`src/rtl/tx_chain_dig.sv`:
```
// tx_chain_dig: splits each TX sample's LSB out as a delayed GPIO bit and zeroes it on the DAC path
module tx_chain_dig #(
  parameter int MAX_DELAY    = 15,
  parameter int IDLE_TIMEOUT = 255
) (
  input  logic        clock,
  input  logic        reset,
  input  logic        enable,
  input  logic        strobe,
  input  logic [15:0] i_in,
  input  logic [15:0] q_in,
  input  logic [3:0]  delay,
  output logic [15:0] i_out_ana,
  output logic [15:0] q_out_ana,
  output logic        i_out_dig,
  output logic        q_out_dig,
  output logic        dig_valid
);
  localparam logic [1:0] DISABLED = 2'd0;
  localparam logic [1:0] FILLING  = 2'd1;
  localparam logic [1:0] ACTIVE   = 2'd2;
  localparam logic [1:0] IDLE     = 2'd3;
  localparam int FW = $clog2(MAX_DELAY + 2);
  localparam int IW = $clog2(IDLE_TIMEOUT + 1);
  logic [1:0]             st;
  logic [MAX_DELAY:0][1:0] line;
  logic [MAX_DELAY:0][1:0] line_n;
  logic [FW-1:0]          fill;
  logic [FW-1:0]          fill_n;
  logic [IW-1:0]          idle_cnt;
  logic [1:0]             tap;
  logic                   hit;
  logic                   timed_out;
  // next delay-line contents and fill level if this clock pushes a sample; tap sees the new entry 0
  always_comb begin
    line_n    = {line[MAX_DELAY-1:0], i_in[0], q_in[0]};
    fill_n    = (fill == FW'(MAX_DELAY + 1)) ? fill : fill + FW'(1);
    tap       = line_n[delay];
    hit       = fill_n > FW'(delay);
    timed_out = idle_cnt == IW'(IDLE_TIMEOUT);
  end
  // analog path, delay line, digital outputs and mode sequencing; enable low parks everything digital
  always_ff @(posedge clock) begin
    if (reset) begin
      st        <= DISABLED;
      line      <= '0;
      fill      <= '0;
      idle_cnt  <= '0;
      i_out_ana <= '0;
      q_out_ana <= '0;
      i_out_dig <= 1'b0;
      q_out_dig <= 1'b0;
      dig_valid <= 1'b0;
    end else begin
      if (strobe) begin
        i_out_ana <= enable ? {i_in[15:1], 1'b0} : i_in;
        q_out_ana <= enable ? {q_in[15:1], 1'b0} : q_in;
      end
      if (!enable) begin
        st        <= DISABLED;
        line      <= '0;
        fill      <= '0;
        idle_cnt  <= '0;
        i_out_dig <= 1'b0;
        q_out_dig <= 1'b0;
        dig_valid <= 1'b0;
      end else if (strobe) begin
        line                   <= line_n;
        fill                   <= fill_n;
        idle_cnt               <= '0;
        {i_out_dig, q_out_dig} <= tap;
        dig_valid              <= hit;
        st                     <= hit ? ACTIVE : FILLING;
      end else if (st == ACTIVE && timed_out) begin
        st        <= IDLE;
        i_out_dig <= 1'b0;
        q_out_dig <= 1'b0;
        dig_valid <= 1'b0;
      end else begin
        if (st == DISABLED) st <= FILLING;
        if ((st == FILLING || st == ACTIVE) && !timed_out) idle_cnt <= idle_cnt + IW'(1);
      end
    end
  end
endmodule

```
`config.mk`:
```
export PLATFORM = sky130hd
export DESIGN_NAME = tx_chain_dig
export DESIGN_NICKNAME = d
export VERILOG_FILES = /design/src/rtl/tx_chain_dig.sv
export SDC_FILE = /design/constraint.sdc
export NUM_CORES = 1
export LEC_CHECK = 0
export ABC_AREA = 1
export ABC_CLOCK_PERIOD_IN_PS = 2500
export CAP_MARGIN = 20
export CORE_UTILIZATION = 30
export DETAILED_ROUTE_END_ITERATION = 16
export SLEW_MARGIN = 20
export SYNTH_ARGS = -nofsm -noshare
export SYNTH_HDL_FRONTEND = slang
export SYNTH_SLANG_ARGS = --single-unit
export TNS_END_PERCENT = 1
```
`constraint.sdc`:
```
create_clock -name clock -period 2.5 [get_ports clock]
set_input_delay 0.375 -clock clock [delete_from_list [all_inputs] [get_ports clock]]
set_output_delay 0.375 -clock clock [all_outputs]
set_load 0.005 [all_outputs]
```
=== Word level (Yosys, flattened, before mapping) ===
Cells that the tools add are included.

* Register bits: 80
* Output and inout port bits: 35

* Eq/ne operators: 4
* Mux-type cells: 13
* Bitwise gates (word level): 2
* Add/sub/neg operators: 2
* Magnitude comparators: 2
* Reductions and logical operators: 10

{| class="wikitable"
|+ Operators with widths
! operator !! count
|-
| $mux 2 || 5
|-
| $add 8x1->8 const B || 1
|-
| $bmux 2 s4 || 1
|-
| $eq 8x8->1 const B || 1
|-
| $mux 1 || 6
|-
| $add 5x1->5 const B || 1
|-
| $eq 5x5->1 const B || 1
|-
| $gt 5x4->1 || 1
|-
| $lt 4x5->1 const B || 1
|-
| $mux 5 || 1
|-
| $reduce_bool 3->1 || 1
|-
| $reduce_or 3->1 || 1
|-
| $eq 2x1->1 const B || 1
|-
| $eq 2x2->1 const B || 1
|-
| $logic_and 1x1->1 || 2
|-
| $logic_not 2->1 || 1
|-
| $not 1->1 || 2
|-
| $reduce_and 2->1 || 1
|-
| $reduce_bool 2->1 || 1
|-
| $reduce_or 2->1 || 1
|-
| $logic_not 1->1 || 1
|-
| $logic_or 1x1->1 || 1
|}

=== Longest topological paths before layout ===
* Depth after elaboration: 5
* Gate-level depth with buffers: 14
* Depth with buffers taken out: 14

=== Worst setup path before layout ===
Ideal clock, no wire load.

* Path type: register to register
* Start: register fill[0]
* End: register st[1]
* Data required time: 2.383 ns
* Clock period less this slack: 1.668 ns
* Cell stages (with the launch flop): 13
* Path buffers: 0
* Slack: 0.832 ns
* Arrival: 1.551 ns
* Setup time: 0.117 ns
* Path through: dfxtp_1 -> inv_1 -> ha_1 -> nand4_1 -> xor2_1 -> ha_1 -> nand2_1 -> nor2_1 -> nor2_1 -> nand2_1 -> nand3_1 -> nor2_1 -> nor2_1

* Cells in the longest elaborated chain, start to end: 5

{| class="wikitable"
|+ RTL lines
! item !! line !! text
|-
| start, declared || 28 || <nowiki>logic [FW-1:0] fill;</nowiki>
|-
| start signal, assigned || 69 || <nowiki>fill <= fill_n;</nowiki>
|-
| $add 5x1->5 / $eq 5x5->1 (equally long branches) || 37 || <nowiki>fill_n = (fill == FW'(MAX_DELAY + 1)) ? fill : fill + FW'(1);</nowiki>
|-
| $mux 5 * || 37 ||
|-
| $gt 5x4->1 * || 39 || <nowiki>hit = fill_n > FW'(delay);</nowiki>
|-
| $mux 2 * || 73 || <nowiki>st <= hit ? ACTIVE : FILLING;</nowiki>
|-
| $mux 2 * || 67 || <nowiki>end else if (strobe) begin</nowiki>
|-
| end signal, assigned || 73 ||
|-
| end, declared || 25 || <nowiki>logic [1:0] st;</nowiki>
|}

Mark *: on every way between the ends. The rest lies on a longest branch, timed or not.
A chain may end at the register's enable or synchronous reset.

=== Final worst setup path ===
* Start: register fill[0]
* End: register st[1]

* Cells in the longest elaborated chain, start to end: 5

{| class="wikitable"
|+ RTL lines
! item !! line !! text
|-
| $add 5x1->5 / $eq 5x5->1 (equally long branches) || 37 ||
|-
| $mux 5 * || 37 ||
|-
| net fill_n[2] || 29 || <nowiki>logic [FW-1:0] fill_n;</nowiki>
|-
| $gt 5x4->1 * || 39 ||
|-
| $mux 2 * || 73 ||
|-
| $mux 2 * || 67 ||
|}

The timed path passes the listed nets; every way through them passes the cells marked *.

==> results.cfg <==
[run_status]
status = complete, no violations

[pwr]
seq_power_share_pct = 46.7
power_uw = 2840
p_switching_uw = 697
p_comb_share_pct = 10.9
ir_drop_mv = 0.304
power_density_nw_per_um2 = 619
p_sw_share_pct = 24.6
clockPowerShare_pct = 42.4
power.internal_uw = 2140
leakagePower_uw = 0.00181

[setup_path]
crit_arrival_ps = 2110
crit_path_start = fill[0]$_SDFFE_PP0P_
worstSetupPathType = flop to flop
crit_fanout = 3
path_cells = inv_1, ha_1, nand4_1, nand2_1, inv_1, ha_1, nand2_1, nor2_1, nor2_1, nand2_1, nand3_1, nor2_1, nor2_1
r2r_start = fill[0]$_SDFFE_PP0P_
cpPeakStageDelay_ps = 330
cp-end-kind = flop
cpMostUsedCell = nor2_1
slowest_stage = dfxtp_1
worst-path-buf-inv = 2
cp.required_ps = 2720
crit_family = simple AND/OR/NAND/NOR gates
start_kind = flop

[finish]
drive_above_1_share_pct = 7.39
fin_area_um2 = 4590
post-route-util_pct = 40.2
fillers = 1186
finalNetCount = 573
antennaDiodeCount = 0
synthToLayoutAreaGrowth_pct = 30.9

[synthesis]
yosys-top-cells-area = dfxtp_1 46%, nand2_1 14%, nand3_1 6.1%, inv_1 5.8%, a21oi_1 5.6%
yosysWarnings = 0
yosys.area_share.simple_pct = 25.3
yosys.cell_types.count = 29
netlist_area_um2 = 3500
synthMostInstantiatedCell = nand2_1
synth_top_area_cell = dfxtp_1
synthTopCellsByCount = 128 x nand2_1, 80 x dfxtp_1, 54 x inv_1
async_flop_share_pct = 0
synth_fa_ha_area_share_pct = 3.22
synthMuxAreaShare_pct = 0
synth-compound-area-share_pct = 13.6
syn_inst = 455
yosysSeqAreaShare_pct = 45.7
yosys.area.top_type_share_pct = 45.7
yosys_register_bits = 80
synth_top_family_by_area = simple AND/OR/NAND/NOR gates
syn_avg_cell_area_um2 = 7.70
synth_xor_area_share_pct = 1.00
synth_edf_count = 0
synth_nets = 504
synth-main-ff-cell = dfxtp_1

[routing]
drtIter0Drc = 110
avgViaCountPerCell = 4.60
drtAntennaViolNets = 0
via_count = 3085
wl_um = 7830
drcViolationCount = 0
wl_per_cell_um = 11.7
firstDrtPassIters = 4

[placement]
place_area_um2 = 4320
dp_hpwl_um = 5470
place.gp.congestion = 0.824
preCtsSetupSlack_ps = 459
port_buffers = 74

[timing]
fmax_mhz = 531
setup_tns_ps = 0
period_minus_slack_ps = 1880
final.setup_skew_ps = 7.56
period_share_pct = 75.4
hold_violations = 0
setup_viol = 0
relSlewSlack_pct = 63.3
slew_viol_final = 0
setup_ws_ps = 616
worstMarginPinSlew_ps = 550
rsz0062_at_grt = no

[grt]
grt_use_total_pct = 13.9
grt_pass1_wl_um = 13300
grt_max_degree = 37
overflow = 0
antenna_found_initial = 0
grt_pass1_vias = 2954

[cts]
clock_sinks = 80
cts_buffer_depth = 2
postCtsSetupBuffers = 0
root_buffer = clkbuf_16
cts_hold_buf = 0
clkLatencyLatePin_ps = 330
path_clk_slew_ps = 60
h-tree-depth = 3
cts_tree = built
numCtsBuffers = 9
cts_resized = 0

[floorplanning]
num_rows = 39
die_width_um = 110
start_util_pct = 30.7
fp.dieArea_um2 = 12100
die_h_um = 110
core_um2 = 11400
pin_count = 75

[worst_hold_path]
hold_path.startpoint = i_out_ana[9]$_SDFFE_PP0P_
hold_path.class = flop to flop

[job]
cap_violations = 0
==> worst register-to-register path: stages, from the launching register on <==
cell and delay [ps]:
dfxtp_1 330, inv_1 120, ha_1 170, nand4_1 140
nand2_1 130, inv_1 60, ha_1 270, nand2_1 60
nor2_1 100, nor2_1 40, nand2_1 90, nand3_1 100
nor2_1 110, nor2_1 40
==> metal layers <==
metal | part of all wire (%) | vias to the layer above | global-route usage (%)
li1 | - | 1613 | -
met1 | 47 | 1390 | 17.9
met2 | 43 | 71 | 20.8
met3 | 8.6 | 11 | 6.29
met4 | 1.0 | 0 | 3.43
met5 | 0 | - | 0
==> metrics by stage <==
stage,hold WS [ps],cells
after CTS,461,671
after detailed placement,455,656
after floorplan,455,455
after global routing,482,671
final,462,671
after global placement,448,656
==> worst paths after layout <==
path         slack (ps)  depth (start not counted)                   endpoint
max                 620                         13         st[1]$_SDFFE_PP0P_
min                 460                          2  i_out_ana[9]$_SDFFE_PP0P_
max reg2reg         620                         13         st[1]$_SDFFE_PP0P_
min reg2reg         460                          2  i_out_ana[9]$_SDFFE_PP0P_
==> registers in the layout (all words and copies together) (netlist names) <==
signal     count
q_out_ana     16
idle_cnt       8
q_out_dig      1
i_out_ana     16
dig_valid      1
line          30
i_out_dig      1
fill           5
st             2
==> power groups by stage <==
stage	Sequential [uW]	Combinational (uW)	Clock [uW]
2_1_floorplan	1360	161	0
3_5_place_dp	1350	311	0
4_1_cts	1330	313	1240
3_3_place_gp	1350	309	0
6_report	1330	309	1200
5_1_grt	1330	345	1290
==> cell usage in the layout (no fill, tap or decap), drive strengths merged, types with 6 or more instances in the layout <==
cell type	synthesis	routed
a21oi	39	39
buf	18	6
clkbuf	4	9
clkdlybuf4s50	0	74
dfxtp	80	80
ha	9	9
inv	60	62
nand2	130	130
nand3	44	44
nor2	21	21
o21ai	6	6
o22ai	32	32
==> area by class of cell <==
class	count	area [um^2]	area share, %
flip-flops and latches	80	1600	34.9
clock buffers	9	225	4.91
clock inverters	6	43.8	0.955
inverters	60	228	4.97
multi-input cells	293	1510	32.9
repair buffers	80	798	17.4
well taps	143	179	3.90
==> logic make-up after synthesis <==
group                    Yosys count
buffers and inverters             82
AND/OR/NAND/NOR                  200
flip-flops                        80
XOR/XNOR                           4
adder cells (fa/ha/maj)            9
AO/OA/AOI/OAI                     80
No activity file was read; power rests on OpenSTA's default activity.
